**src/rtl/cpu_cu_pkg.sv**
```systemverilog
// Shared types for the CPU control unit: FSM states, instruction classes, flag indices.
package cpu_cu_pkg;

  typedef enum logic [3:0] {
    ST_RST,
    ST_FETCH,
    ST_DECODE,
    ST_EXEC,
    ST_LDI,
    ST_LOAD,
    ST_STORE,
    ST_JUMP,
    ST_HALT,
    ST_ERR
  } state_t;

  typedef enum logic [2:0] {
    CLS_ALU   = 3'b000,
    CLS_LDI   = 3'b001,
    CLS_LOAD  = 3'b010,
    CLS_STORE = 3'b011,
    CLS_JMP   = 3'b100,
    CLS_JZ    = 3'b101,
    CLS_JC    = 3'b110,
    CLS_HALT  = 3'b111
  } cls_t;

  localparam int unsigned FLAG_N = 2;
  localparam int unsigned FLAG_Z = 1;
  localparam int unsigned FLAG_C = 0;

  // States that hold a memory request open until mem_rdy
  function automatic logic is_mem_state(input state_t s);
    return (s == ST_FETCH) || (s == ST_LDI) || (s == ST_LOAD) || (s == ST_STORE);
  endfunction

endpackage

```
**src/rtl/cpu_cu_if.sv**
```systemverilog
// Control-unit bundle between the sequencer (master) and the execution unit / memory (slave).
interface cpu_cu_if;
  logic [15:0] ir;
  logic        n;
  logic        z;
  logic        c;
  logic        mem_rdy;
  logic        adr_sel;
  logic        s_sel;
  logic        pc_ld;
  logic        pc_inc;
  logic        reg_w_en;
  logic        ir_ld;
  logic        mem_r_en;
  logic        mem_w_en;
  logic        halted;
  logic        bus_err;
  logic [2:0]  flags;

  modport master (
    input  ir, n, z, c, mem_rdy,
    output adr_sel, s_sel, pc_ld, pc_inc, reg_w_en, ir_ld,
           mem_r_en, mem_w_en, halted, bus_err, flags
  );

  modport slave (
    output ir, n, z, c, mem_rdy,
    input  adr_sel, s_sel, pc_ld, pc_inc, reg_w_en, ir_ld,
           mem_r_en, mem_w_en, halted, bus_err, flags
  );
endinterface

```
**src/rtl/cpu_cu_timeout.sv**
```systemverilog
// Memory wait counter: cleared on load, counts stalled cycles, flags when the limit is reached.
module cpu_cu_timeout #(
  parameter int unsigned MEM_TIMEOUT = 15,
  parameter int unsigned TO_W        = 8
) (
  input  logic clk,
  input  logic reset,
  input  logic i_load,
  input  logic i_count,
  output logic o_expired
);

  localparam logic [TO_W-1:0] LIMIT = TO_W'(MEM_TIMEOUT);

  logic [TO_W-1:0] r_cnt;

  always_ff @(posedge clk) begin
    if (!reset) begin
      r_cnt <= '0;
    end else if (i_load) begin
      r_cnt <= '0;
    end else if (i_count && (r_cnt != LIMIT)) begin
      r_cnt <= r_cnt + TO_W'(1);
    end
  end

  assign o_expired = (r_cnt == LIMIT);

endmodule

```
**src/rtl/cpu_control_unit.sv**
```systemverilog
// Multi-cycle sequencer for the 16-bit CPU: fetch/decode/execute FSM with memory timeout.
module cpu_control_unit
  import cpu_cu_pkg::*;
#(
  parameter int unsigned MEM_TIMEOUT = 15,
  parameter int unsigned TO_W        = 8
) (
  input  logic          clk,
  input  logic          reset,
  cpu_cu_if.master      bus
);

  state_t     r_state;
  state_t     w_next;
  logic [2:0] r_flags;
  cls_t       w_cls;
  logic       w_load;
  logic       w_count;
  logic       w_expired;

  logic w_adr_sel, w_s_sel, w_pc_ld, w_pc_inc, w_reg_w_en, w_ir_ld;
  logic w_mem_r_en, w_mem_w_en, w_halted;

  assign w_cls = cls_t'(bus.ir[11:9]);

  // Counter restarts whenever a memory state is freshly entered
  assign w_load  = is_mem_state(w_next) && (w_next != r_state);
  assign w_count = is_mem_state(r_state) && !bus.mem_rdy;

  cpu_cu_timeout #(
    .MEM_TIMEOUT (MEM_TIMEOUT),
    .TO_W        (TO_W)
  ) u_timeout (
    .clk       (clk),
    .reset     (reset),
    .i_load    (w_load),
    .i_count   (w_count),
    .o_expired (w_expired)
  );

  always_ff @(posedge clk) begin
    if (!reset) begin
      r_state <= ST_RST;
      r_flags <= '0;
    end else begin
      r_state <= w_next;
      if (r_state == ST_EXEC) begin
        r_flags <= {bus.n, bus.z, bus.c};
      end
    end
  end

  always_comb begin
    w_next     = r_state;
    w_adr_sel  = 1'b0;
    w_s_sel    = 1'b0;
    w_pc_ld    = 1'b0;
    w_pc_inc   = 1'b0;
    w_reg_w_en = 1'b0;
    w_ir_ld    = 1'b0;
    w_mem_r_en = 1'b0;
    w_mem_w_en = 1'b0;
    w_halted   = 1'b0;

    case (r_state)
      ST_RST: w_next = ST_FETCH;

      ST_FETCH: begin
        w_mem_r_en = 1'b1;
        if (bus.mem_rdy) begin
          w_ir_ld  = 1'b1;
          w_pc_inc = 1'b1;
          w_next   = ST_DECODE;
        end else if (w_expired) begin
          w_next = ST_ERR;
        end
      end

      ST_DECODE: begin
        case (w_cls)
          CLS_ALU:   w_next = ST_EXEC;
          CLS_LDI:   w_next = ST_LDI;
          CLS_LOAD:  w_next = ST_LOAD;
          CLS_STORE: w_next = ST_STORE;
          CLS_JMP,
          CLS_JZ,
          CLS_JC:    w_next = ST_JUMP;
          CLS_HALT:  w_next = ST_HALT;
        endcase
      end

      ST_EXEC: begin
        w_reg_w_en = 1'b1;
        w_next     = ST_FETCH;
      end

      ST_LDI: begin
        w_s_sel    = 1'b1;
        w_mem_r_en = 1'b1;
        if (bus.mem_rdy) begin
          w_reg_w_en = 1'b1;
          w_pc_inc   = 1'b1;
          w_next     = ST_FETCH;
        end else if (w_expired) begin
          w_next = ST_ERR;
        end
      end

      ST_LOAD: begin
        w_adr_sel  = 1'b1;
        w_s_sel    = 1'b1;
        w_mem_r_en = 1'b1;
        if (bus.mem_rdy) begin
          w_reg_w_en = 1'b1;
          w_next     = ST_FETCH;
        end else if (w_expired) begin
          w_next = ST_ERR;
        end
      end

      ST_STORE: begin
        w_adr_sel  = 1'b1;
        w_mem_w_en = 1'b1;
        if (bus.mem_rdy) begin
          w_next = ST_FETCH;
        end else if (w_expired) begin
          w_next = ST_ERR;
        end
      end

      ST_JUMP: begin
        case (w_cls)
          CLS_JMP: w_pc_ld = 1'b1;
          CLS_JZ:  w_pc_ld = r_flags[FLAG_Z];
          CLS_JC:  w_pc_ld = r_flags[FLAG_C];
          default: w_pc_ld = 1'b0;
        endcase
        w_next = ST_FETCH;
      end

      ST_HALT: w_halted = 1'b1;

      ST_ERR:  w_halted = 1'b1;

      default: w_next = ST_RST;
    endcase
  end

  assign bus.adr_sel  = w_adr_sel;
  assign bus.s_sel    = w_s_sel;
  assign bus.pc_ld    = w_pc_ld;
  assign bus.pc_inc   = w_pc_inc;
  assign bus.reg_w_en = w_reg_w_en;
  assign bus.ir_ld    = w_ir_ld;
  assign bus.mem_r_en = w_mem_r_en;
  assign bus.mem_w_en = w_mem_w_en;
  assign bus.halted   = w_halted;
  assign bus.bus_err  = (r_state == ST_ERR);
  assign bus.flags    = r_flags;

endmodule
```
**src/flat_wrapper.sv**
```systemverilog
// flat-port wrapper written by rule: the top's interface ports become plain ports
module cpu_control_unit_flat import cpu_cu_pkg::*;
#(
  parameter int unsigned MEM_TIMEOUT = 15,
  parameter int unsigned TO_W        = 8
)
  (clk, reset, bus_ir, bus_n, bus_z, bus_c, bus_mem_rdy, bus_adr_sel, bus_s_sel, bus_pc_ld, bus_pc_inc, bus_reg_w_en, bus_ir_ld, bus_mem_r_en, bus_mem_w_en, bus_halted, bus_bus_err, bus_flags);
  cpu_cu_if bus_i ();
  input  logic clk;
  input  logic reset;
  input wire logic [$bits(bus_i.ir)-1:0] bus_ir;
  input wire logic [$bits(bus_i.n)-1:0] bus_n;
  input wire logic [$bits(bus_i.z)-1:0] bus_z;
  input wire logic [$bits(bus_i.c)-1:0] bus_c;
  input wire logic [$bits(bus_i.mem_rdy)-1:0] bus_mem_rdy;
  output wire logic [$bits(bus_i.adr_sel)-1:0] bus_adr_sel;
  output wire logic [$bits(bus_i.s_sel)-1:0] bus_s_sel;
  output wire logic [$bits(bus_i.pc_ld)-1:0] bus_pc_ld;
  output wire logic [$bits(bus_i.pc_inc)-1:0] bus_pc_inc;
  output wire logic [$bits(bus_i.reg_w_en)-1:0] bus_reg_w_en;
  output wire logic [$bits(bus_i.ir_ld)-1:0] bus_ir_ld;
  output wire logic [$bits(bus_i.mem_r_en)-1:0] bus_mem_r_en;
  output wire logic [$bits(bus_i.mem_w_en)-1:0] bus_mem_w_en;
  output wire logic [$bits(bus_i.halted)-1:0] bus_halted;
  output wire logic [$bits(bus_i.bus_err)-1:0] bus_bus_err;
  output wire logic [$bits(bus_i.flags)-1:0] bus_flags;
  assign bus_i.ir = bus_ir;
  assign bus_i.n = bus_n;
  assign bus_i.z = bus_z;
  assign bus_i.c = bus_c;
  assign bus_i.mem_rdy = bus_mem_rdy;
  assign bus_adr_sel = bus_i.adr_sel;
  assign bus_s_sel = bus_i.s_sel;
  assign bus_pc_ld = bus_i.pc_ld;
  assign bus_pc_inc = bus_i.pc_inc;
  assign bus_reg_w_en = bus_i.reg_w_en;
  assign bus_ir_ld = bus_i.ir_ld;
  assign bus_mem_r_en = bus_i.mem_r_en;
  assign bus_mem_w_en = bus_i.mem_w_en;
  assign bus_halted = bus_i.halted;
  assign bus_bus_err = bus_i.bus_err;
  assign bus_flags = bus_i.flags;
  cpu_control_unit #(.MEM_TIMEOUT(MEM_TIMEOUT), .TO_W(TO_W)) u_core (.clk(clk), .reset(reset), .bus(bus_i));
endmodule
```
**config.mk**
```make
export PLATFORM = sky130hd
export DESIGN_NAME = cpu_control_unit_flat
export DESIGN_NICKNAME = d
export VERILOG_FILES = /design/src/rtl/cpu_cu_pkg.sv /design/src/rtl/cpu_cu_if.sv /design/src/rtl/cpu_cu_timeout.sv /design/src/rtl/cpu_control_unit.sv /design/src/flat_wrapper.sv
export SDC_FILE = /design/constraint.sdc
export NUM_CORES = 1
export LEC_CHECK = 0
export CORE_MARGIN = 1.5
export CORE_UTILIZATION = 40
export CTS_BUF_LIST = sky130_fd_sc_hd__clkbuf_16
export DETAILED_ROUTE_END_ITERATION = 7
export PLACE_DENSITY = 0.73
export SLEW_MARGIN = 25
export SYNTH_ARGS = -nofsm -noshare
export SYNTH_HDL_FRONTEND = slang
export SYNTH_SLANG_ARGS = --single-unit
```
**constraint.sdc**
```tcl
create_clock -name clk -period 1.9 [get_ports clk]
set_input_delay 0.38 -clock clk [delete_from_list [all_inputs] [get_ports clk]]
set_output_delay 0.38 -clock clk [all_outputs]
set_load 0.01 [all_outputs]
```
==> Word level (Yosys, flattened, before mapping) <==
Memories as Yosys holds them, arrays and structs flattened.
Cells that the tools add are included.
{ "word_totals": {"ff_bits": 15, "mem_bits_ro": 32, "output_inout_bits": 13, "mem_count": 1} }
{ "op_classes": {"addsub": 1, "eq_ne": 19, "muxes": 15, "n_bitwise": 1, "n_reduce_logical": 19} }
{ "mem_list": {"columns": ["memory", "depth", "width", "read_ports", "rd_clocked_by_memory_dff", "write_ports", "line", "source"], "rows": [
  ["(name not given)", 8, 4, 1, 0, 0, "cpu_control_unit.sv:80", "case (w_cls)"]
]} }
{ "op_table": {"columns": ["cell", "n"], "rows": [
  ["4-bit by 3-bit == test with 1-bit output, second input constant", 7],
  ["4-bit case mux with 5 select lines", 1],
  ["4-bit two-way mux", 3],
  ["2-bit OR reduction", 5],
  ["3-bit == test, second input constant", 3],
  ["1-bit two-way mux", 9],
  ["3-bit OR reduction", 3],
  ["8-bit by 1-bit adder with 8-bit output, second input constant", 1],
  ["4-bit by 1-bit == test with 1-bit output, second input constant", 2],
  ["4-bit by 2-bit == test with 1-bit output, second input constant", 2],
  ["4-bit == test, second input constant", 2],
  ["8-bit by 4-bit == test with 1-bit output, second input constant", 1],
  ["8-bit by 4-bit inequality test with 1-bit output, second input constant", 1],
  ["1-bit logical OR", 6],
  ["4-bit zero test", 1],
  ["4-bit inequality test", 1],
  ["1-bit logical AND", 3],
  ["1-bit case mux with 3 select lines", 1],
  ["1-bit case mux with 2 select lines", 1],
  ["1-bit zero test", 1],
  ["1-bit NOT", 1]
]} }

==> Longest topological paths before layout <==
Gate-level depths: netlist of run 1.
{ "depth": {"ltp_word": 10, "mapped_depth": 8, "depth_no_buf": 8} }

==> Hierarchy <==
From an unflattened synthesis of run 1, not the netlist that was laid out.
{ "unflattened": {"cells_unflattened": 137, "area_unflattened_um2": 1173.6} }
{ "by_module_without_submodules": {"columns": ["mod", "instances", "cells_each", "area_per_inst_um2"], "rows": [
  ["cpu_control_unit", 1, 89, 755.7],
  ["cpu_cu_timeout", 1, 48, 417.9]
]} }

==> Least setup slack after synthesis of run 1 <==
Ideal clock, no wire load.
{ "synth_path": {"path_type": "reg-to-reg", "from": "register u_core.u_timeout.r_cnt[0]", "to": "register u_core.u_timeout.r_cnt[2]", "setup_time_ps": 135, "t_arrival_ps": 1769, "setup_slack_ps": -4, "path_stages_with_launch": 8, "synth_period_minus_slack_ps": 1904, "cell_sequence": "dfxtp_1 > ha_1 > nand4b_1 > o31ai_2 > a221oi_2 > or2_1 > a311oi_4 > nor4_1"} }
{ "synth_between": {"elab_chain_cells": 10} }
{ "synth_lines": {"columns": ["item", "line", "source"], "rows": [
  ["from (decl)", "cpu_cu_timeout.sv:15", "logic [TO_W-1:0] r_cnt;"],
  ["from (signal assigned)", "cpu_cu_timeout.sv:23", "r_cnt <= r_cnt + TO_W'(1);"],
  ["8-bit by 4-bit == test with 1-bit output", "cpu_cu_timeout.sv:27", "assign o_expired = (r_cnt == LIMIT);"],
  ["4-bit two-way mux", null, null],
  ["4-bit two-way mux (on tied branches)", "cpu_control_unit.sv:113, cpu_control_unit.sv:70", null],
  ["4-bit case mux with 5 select lines", "cpu_control_unit.sv:65", "case (r_state)"],
  ["4-bit by 1-bit == test with 1-bit output / 4-bit by 3-bit == test with 1-bit output (equally long branches)", "cpu_cu_pkg.sv:34", "return (s == ST_FETCH) || (s == ST_LDI) || (s == ST_LOAD) || (s == ST_STORE);"],
  ["1-bit logical OR (3 in series)", "cpu_cu_pkg.sv:34", null],
  ["1-bit logical AND", "cpu_control_unit.sv:27", "assign w_load = is_mem_state(w_next) && (w_next != r_state);"],
  ["2-bit OR reduction (no source line)", null, null]
]} }
Parallel ways exist; a longest one is shown, timed or not.
A chain may end at the register's enable or synchronous reset.

==> Worst setup path in the final report of run 1 <==
{ "layout_path": {"from": "register u_core.u_timeout.r_cnt[0]", "to": "register u_core.u_timeout.r_cnt[0]"} }
The elaborated chain is that of the path after synthesis.

==> summary.md, run 1 <==
| Metric | Value |
|---|---|
| Failing checks | setup timing |
| Core area | 2540 um^2 |
| DIE AREA | 3070 um^2 |
| Cells after synthesis | approximately 130 |
| Library cells used by synthesis | 42 |
| Hold path depth | 2 |
| Crit path kind | flop to flop |
| P&R area growth vs syn | 58.6% |
| Synth Area per Inst | 8.33 um^2 |
| Pre-antenna DRT Iters | 4 |
| R2r worst-path depth | 8 |
| Status | finished, violations left |
| WHS Endpoint | u_core.bus.flags[2]$_SDFFE_PN0P_ |
| Vias per cell | 5.34 |
| Hold_sp | u_core.bus.flags[2]$_SDFFE_PN0P_ |
| Multi-input gate area | 821 um^2 |
| Reg-to-Reg End | u_core.u_timeout.r_cnt[0]$_SDFFE_PP0P_ |
| Clk sinks | 15 |
| Final setup margin | -0.152 ns |
| Logic pwr share | 39.0% |
| Yosys reg bits | 15 |
| Number of global-route vias before repair | 1223 |
| Initial core utilization | between 40% and 50% |
| Diode count | 0 |
| Final period util | 108% |
| Htree depth | 1 |
| CP arrival | 2.16 ns |
| RSZ-0062 raised after global routing | true |
| Kind of end point of the critical path | flop |
| Syn. warnings | 0 |
| Reg area | 312 um^2 |
| TritonCTS Buffers | 3 |
| Clk buf depth | 2 |
| RePlAce Congestion | between 0.8 and 0.9 |
| CP Data Required Time | 2.01 ns |
| Slew @ Worst Pin | 0.400 ns |
| Register area share after synthesis | 27.3% |
| Initial antenna violation count | 0 |
| Max VDD drop | between 0.001 and 0.0015 V |
| Relative slew slack | between 70% and 80% |
| DR DRC count | 0 |
| Final-report setup violation count | 8 |
| R2r startpoint | u_core.u_timeout.r_cnt[0]$_SDFFE_PP0P_ |
| # IOs | 35 |
| 1st-iter DRT viols | 17 |
| Leak | approximately 0.76 nW |
| Hold Fails Final Rpt | 0 |
| Final antenna-violating net count | 0 |
| Final HPWL DP | around 2200 um |
| Routed len/inst | ~14 um |
| Share of layout cells above drive strength 1 | between 30% and 40% |
| Clock skew | 0.00346 ns |
| Clock group share of total power | around 32% |
| Final nets | 217 |
| Worst Hold Class | flop to flop |
| Switch Pwr | ~380 uW |
| Switching share of power | 30.2% |
| Die X | 55.4 um |
| CTS tree | built |
| Crit path max fanout | 8 |
| Placed inst area | 1550 um^2 |
| Max-slew violations | 0 |
| Reg power frac | slightly below 30% |
| Clock slew at reported path FFs | around 0.04 ns |
| Critical Path Max Stage Delay | 0.35 ns |
| Fmax | 487 MHz |
| CP max stage cell | dfxtp_2 |
| Final wirelength | between 2000 and 3000 um |
| Startpoint Class | flop |
| Total gr overflow | 0 |
| First-pass GRT wire length | between 5000 and 6000 um |
| Internal Power | 867 uW |
| Final Critical Period | 2.05 ns |
| IO Port Bufs | 21 |
| Total track usage | 20.4% |
| Fillcell total | 212 |
| Cell Rows | 18 |
| Reg-to-reg slack, setup | -0.15 ns |
| Die height | 55.4 um |
| Syn_nets | 161 |
| Pin count of the biggest net entering global routing | 14 |
| Power density over cell area | 712 nW/um^2 |
| Cell area after synthesis | approximately 1100 um^2 |
| Final instance area | 1740 um^2 |
| Max cap viols | 0 |
| TNS Setup | -1.12 ns |
| Root Buffer | clkbuf_16 |
| Via Count | 1159 |
| Cell Chain, Critical Path | ha_4 -> nand4b_1 -> o31ai_4 -> a221oi_4 -> or2_1 -> a311oi_4 -> buf_6 -> nor3_1 |
| Clock Latency Late Sink | about 0.25 ns |
==> how the worst max path moves through the flow <==
stage,startpoint,endpoint,slack [ns],cells past startpoint
5_1_grt,u_core.u_timeout.r_cnt[0]$_SDFFE_PP0P_,u_core.u_timeout.r_cnt[3]$_SDFFE_PP0P_,-0.28,8
2_1_floorplan,u_core.u_timeout.r_cnt[0]$_SDFFE_PP0P_,u_core.u_timeout.r_cnt[2]$_SDFFE_PP0P_,0.004,7
6_report,u_core.u_timeout.r_cnt[0]$_SDFFE_PP0P_,u_core.u_timeout.r_cnt[0]$_SDFFE_PP0P_,-0.15,8
3_3_place_gp,bus_ir[9],u_core.u_timeout.r_cnt[2]$_SDFFE_PP0P_,-0.62,9
4_1_cts,u_core.u_timeout.r_cnt[4]$_SDFFE_PP0P_,u_core.u_timeout.r_cnt[3]$_SDFFE_PP0P_,-0.15,7
3_5_place_dp,bus_ir[10],u_core.u_timeout.r_cnt[3]$_SDFFE_PP0P_,-0.66,9
==> flip-flops by register name (all words and copies together), names as in the netlist <==
signal / flops
u_core.u_timeout.r_cnt: 8
u_core.bus.flags: 3
u_core.r_state: 4
==> cell usage after synthesis <==
cell       instances  share of area, %
dfxtp_1           15                27
nor2_1            12               4.1
nor3_1            11               5.0
inv_1              8               2.7
ha_1               7               8.0
nand2_1            7               2.4
xnor2_1            6               4.8
a211oi_1           5               3.4
a21oi_1            5               2.3
mux2i_1            5               4.6
and3_1             4               2.3
nand2b_1           4               2.3
and2_1             3               1.7
clkbuf_1           3               1.0
nand3_1            3               1.4
nor2b_1            3               1.7
buf_2              2              0.91
nor4_1             2               1.1
o21ai_0            2              0.91
or2_1              2               1.1
or2b_1             2               1.4
a211o_1            1              0.80
a21o_1             1              0.68
a221oi_1           1              0.80
a221oi_2           1               1.4
a22o_1             1              0.80
a22oi_1            1              0.68
a311oi_4           1               2.4
a31oi_1            1              0.57
a41oi_1            1              0.80
buf_6              1               1.0
mux2i_2            1               1.3
nand4b_1           1              0.80
nor3b_1            1              0.68
nor4b_2            1               1.4
o21ai_1            1              0.45
o21ai_2            1              0.80
o21bai_1           1              0.68
o2bb2ai_1          1              0.80
o31ai_2            1               1.1
or3_4              1               1.0
xor2_1             1              0.80
==> metrics by stage <==
stage / hold slack [ns] / instances / setup WS [ns] / power, mW / util, %
floorplan: 0.502 / 132 / 0.00442 / 0.598 / -
global placement: 0.473 / 208 / -0.620 / 0.757 / 60.8
detailed placement: 0.524 / 208 / -0.661 / 0.768 / 60.8
CTS: 0.535 / 216 / -0.148 / 1.23 / 67.1
global route: 0.558 / 217 / -0.279 / 1.29 / 68.5
finish: 0.519 / 217 / -0.152 / 1.24 / 68.5
==> worst max-delay path, delay by kind of cell, from the launching register on <==
kind / cells / cell delay (ns)
buffers and inverters: 1 / 0.17
AOI/OAI and AO/OA: 3 / 0.68
and+or+nand+nor: 3 / 0.58
DFF: 1 / 0.35
adders and majority gates: 1 / 0.14
==> cell type report <==
| class | count | share of cell area (%) |
|---|---|---|
| inverters | 8 | 1.72 |
| clock inverters | 1 | 0.215 |
| multi-input cells | 103 | 47.1 |
| well taps | 30 | 2.15 |
| repair buffers | 57 | 26.7 |
| clock buffers | 3 | 4.30 |
| flip-flops and latches | 15 | 17.9 |
==> layer usage <==
| layer | GRT usage (%) | wire [um] | vias to the layer above |
|---|---|---|---|
| met1 | 22.0 | 1260 | 556 |
| met2 | 37.1 | 1560 | 21 |
| li1 | - | - | 578 |
| met3 | 3.75 | 89 | 4 |
| met5 | 0 | 0 | - |
| met4 | 11.1 | 57 | 0 |
==> logic make-up after synthesis <==
kind of cell / count (synthesis) / synth area share [%]
AO/OA/AOI/OAI: 26 / 19.3
AND/OR/NAND/NOR: 57 / 28.3
adder cells (fa/ha/maj): 7 / 7.96
multiplexers: 6 / 5.80
XOR/XNOR: 7 / 5.57
flip-flops: 15 / 27.3
buffers and inverters: 14 / 5.69
==> what timing repair did <==
item / 4_1_cts / 5_1_grt
setup buffers: 5 / 1
hold buffers: 0 / 0
gates resized for setup: 34 / 11
pin swaps: 7 / 6
endpoints found under the setup margin: 18 / 11
==> power by group through the flow <==
stage	Combinational [mW]	Sequential (mW)	Clock, mW
3_3_place_gp	0.400	0.357	0
6_report	0.484	0.358	0.399
2_1_floorplan	0.248	0.350	0
5_1_grt	0.522	0.360	0.413
4_1_cts	0.467	0.355	0.409
3_5_place_dp	0.411	0.357	0
==> placed cells by master, fill, tap and decap left out, types with 2 or more instances in the layout <==
cell and count:
buf_4 34, nor2_1 12, dlygate4sd2_1 11, nor3_1 10, dfxtp_1 10, inv_1 8, nand2_1 7, clkdlybuf4s50_1 7
xnor2_1 6, a21oi_1 5, mux2i_1 5, ha_1 5, and3_1 4, a211oi_1 4, nand2b_1 3, nand3_1 3
clkbuf_16 3, dfxtp_2 3, or2b_1 2, o21ai_0 2, nor2b_1 2, o21ai_2 2, and2_1 2, clkbuf_2 2
buf_6 2, dfxtp_4 2
Power figures use the tool's default switching activity.
==> run 2: changes to the inputs <==
Settings changed: MAX_ROUTING_LAYER set to met4, PLACE_DENSITY 0.73 to 0.71.
Clock period 1.9 ns to 2 ns, I/O delays scaled along.
==> run 2 against run 1 <==
The flow still finishes with violations (setup timing). Non-clock buffer count down 3. Via count down 1.9%. Clock power down 3%. Clock skew down 0.0028 ns. Combinational power down 3%. Global-route usage about the same. Critical path depth up 1. Hold slack worse by 0.026 ns. Count of clock-buffer cells in the layout unchanged. Critical endpoint is now u_core.u_timeout.r_cnt[2]$_SDFFE_PP0P_.
==> summary.md, run 2 (synthesized netlist as in run 1, its figures left out) <==
| Metric | Value |
|---|---|
| Status | finished, violations left |
| Failing checks | setup timing |
| Clock Latency Late Sink | 0.25 ns |
| Cell Rows | 18 |
| Total gr overflow | 0 |
| Most frequent cells in the layout | 31 x buf_4, 11 x nor2_1, 11 x dfxtp_1 |
| Hold_sp | u_core.bus.flags[2]$_SDFFE_PN0P_ |
| Share of layout cells above drive strength 1 | 37.5% |
| CP Data Required Time | approximately 2.2 ns |
| Routed len/inst | 14.5 um |
| Vias per cell | between 5 and 6 |
| Die X | roughly 55 um |
| Clk buf depth | 2 |
| Max VDD drop | 0.000593 V |
| Clk sinks | 15 |
| Via Count | between 1000 and 1500 |
| CP max stage cell | dfxtp_2 |
| Diode count | 0 |
| Crit path max fanout | 8 |
| Reg-to-Reg End | u_core.u_timeout.r_cnt[2]$_SDFFE_PP0P_ |
| CP arrival | 2.21 ns |
| Final Critical Period | between 2 and 2.5 ns |
| Clock skew | 0.000707 ns |
| Final setup margin | -0.0435 ns |
| Worst Hold Class | flop to flop |
| P&R area growth vs syn | 63.6% |
| TritonCTS Buffers | 3 |
| Root Buffer | clkbuf_16 |
| Die height | 55.4 um |
| DR top layer | met4 |
| WHS Endpoint | u_core.bus.flags[2]$_SDFFE_PN0P_ |
| Reg-to-reg slack, setup | -0.04 ns |
| 1st-iter DRT viols | 19 |
| Post-Layout Cell Count | 214 |
| Critical Path Max Stage Delay | 0.36 ns |
| Final antenna-violating net count | 0 |
| Relative slew slack | 70.9% |
| Crit path kind | flop to flop |
| Leak | 0.808 nW |
| IO Port Bufs | 21 |
| Met3 Routed Length | between 100 and 150 um |
| Reg with most FFs | u_core.u_timeout.r_cnt |
| Cell Chain, Critical Path | ha_4 -> nand4b_1 -> or2_1 -> buf_6 -> a22o_4 -> mux2i_4 -> a311oi_4 -> buf_6 -> nor4_2 |
| CTS tree | built |
| Core area | 2540 um^2 |
| Final-report setup violation count | 8 |
| Pre-antenna DRT Iters | 4 |
| Number of flip-flops in the largest register | 8 |
| R2r worst-path depth | 9 |
| Hold Fails Final Rpt | 0 |
| DIE AREA | 3070 um^2 |
| Total track usage | 20.5% |
| Hold path depth | 2 |
| Htree depth | 1 |
| CP most frequent cell | buf_6 |
| Power density over cell area | 668 nW/um^2 |
| Final HPWL DP | between 2000 and 2500 um |
| RSZ-0062 raised after global routing | true |
| Final nets | 214 |
| DR DRC count | 0 |
| Max cap viols | 0 |
| Hold slack final | 0.493 ns |
| Number of global-route vias before repair | 1150 |
| Routed wl met2 | 1630 um |
| DP Cell Count | 207 |
| Commonest non-fill, non-tap cell in the layout | buf_4 |
| Clock slew at reported path FFs | 0.05 ns |
| First-pass GRT wire length | 5000 um |
| R2r startpoint | u_core.u_timeout.r_cnt[1]$_SDFFE_PP0P_ |
| Initial antenna violation count | 0 |
| RePlAce Congestion | 0.911 |
| Pin count of the biggest net entering global routing | 14 |
| Final period util | 102% |
| Kind of end point of the critical path | flop |
| Final wirelength | 3090 um |
| Fmax | 489 MHz |
| Max-slew violations | 0 |
| Startpoint Class | flop |
| Initial core utilization | 43.2% |
| # IOs | 35 |
| M1 WL | 1300 um |
| Slew @ Worst Pin | 0.436 ns |
-- run 2: layout make-up --
| class | count | area, um^2 |
|---|---|---|
| Clock buffer | 3 | 75.1 |
| Inverter | 8 | 30.0 |
| Sequential cell | 15 | 310 |
| Tap cell | 30 | 37.5 |
| Fill cell | 206 | 746 |
| Timing Repair Buffer | 54 | 455 |
| Multi-Input combinational cell | 103 | 886 |
| Clock inverter | 1 | 5.00 |
-- run 2: metrics by stage --
| stage | cell area, um^2 | util (%) | setup slack (ns) | setup TNS [ns] | power (mW) |
|---|---|---|---|---|---|
| after floorplan | 1100 | - | 0.0958 | 0 | 0.569 |
| after global placement | 1540 | 60.5 | -0.542 | -5.36 | 0.708 |
| after detailed placement | 1540 | 60.5 | -0.655 | -6.17 | 0.718 |
| after CTS | 1670 | 65.4 | -0.0905 | -0.411 | 1.14 |
| after global routing | 1800 | 70.7 | -0.165 | -1.11 | 1.26 |
| final | 1800 | 70.7 | -0.0435 | -0.146 | 1.20 |
-- run 2: timing repair --
item / CTS / global route
hold buffers: 0 / 0
setup buffers: 1 / 2
pin swaps: 3 / 10
setup endpoints to repair: 17 / 13
gates resized for setup: 24 / 28
-- run 2: worst max-delay path: cells and delay by family, from the launching register on --
family / cells / cell delay [ns]
and+or+nand+nor: 3 / 0.69
buffers and inverters: 2 / 0.29
AOI/OAI and AO/OA: 2 / 0.30
muxes: 1 / 0.17
adders and majority gates: 1 / 0.15
DFF: 1 / 0.36
-- run 2: worst max-delay path by stage --
stage / from / to / slack (ns) / cells after the start
2_1_floorplan: u_core.u_timeout.r_cnt[0]$_SDFFE_PP0P_ / u_core.u_timeout.r_cnt[2]$_SDFFE_PP0P_ / 0.1 / 7
3_3_place_gp: bus_ir[9] / u_core.u_timeout.r_cnt[4]$_SDFFE_PP0P_ / -0.54 / 9
3_5_place_dp: bus_ir[9] / u_core.u_timeout.r_cnt[2]$_SDFFE_PP0P_ / -0.65 / 9
4_1_cts: u_core.u_timeout.r_cnt[0]$_SDFFE_PP0P_ / u_core.u_timeout.r_cnt[2]$_SDFFE_PP0P_ / -0.09 / 9
5_1_grt: u_core.u_timeout.r_cnt[1]$_SDFFE_PP0P_ / u_core.u_timeout.r_cnt[2]$_SDFFE_PP0P_ / -0.17 / 9
6_report: u_core.u_timeout.r_cnt[1]$_SDFFE_PP0P_ / u_core.u_timeout.r_cnt[2]$_SDFFE_PP0P_ / -0.04 / 9
-- run 2: where the power goes --
part	internal, mW	total [mW]	switching [mW]	leakage, nW
logic	0.237	0.471	0.234	0.644
registers	0.317	0.343	0.0264	0.124
clock network	0.267	0.388	0.121	0.0409
-- run 2: metal layers --
| metal | GRT usage [%] | vias to the layer above |
|---|---|---|
| met5 | - | - |
| met4 | 8.01 | 0 |
| met3 | 3.51 | 7 |
| met2 | 35.5 | 22 |
| met1 | 23.2 | 533 |
| li1 | - | 575 |
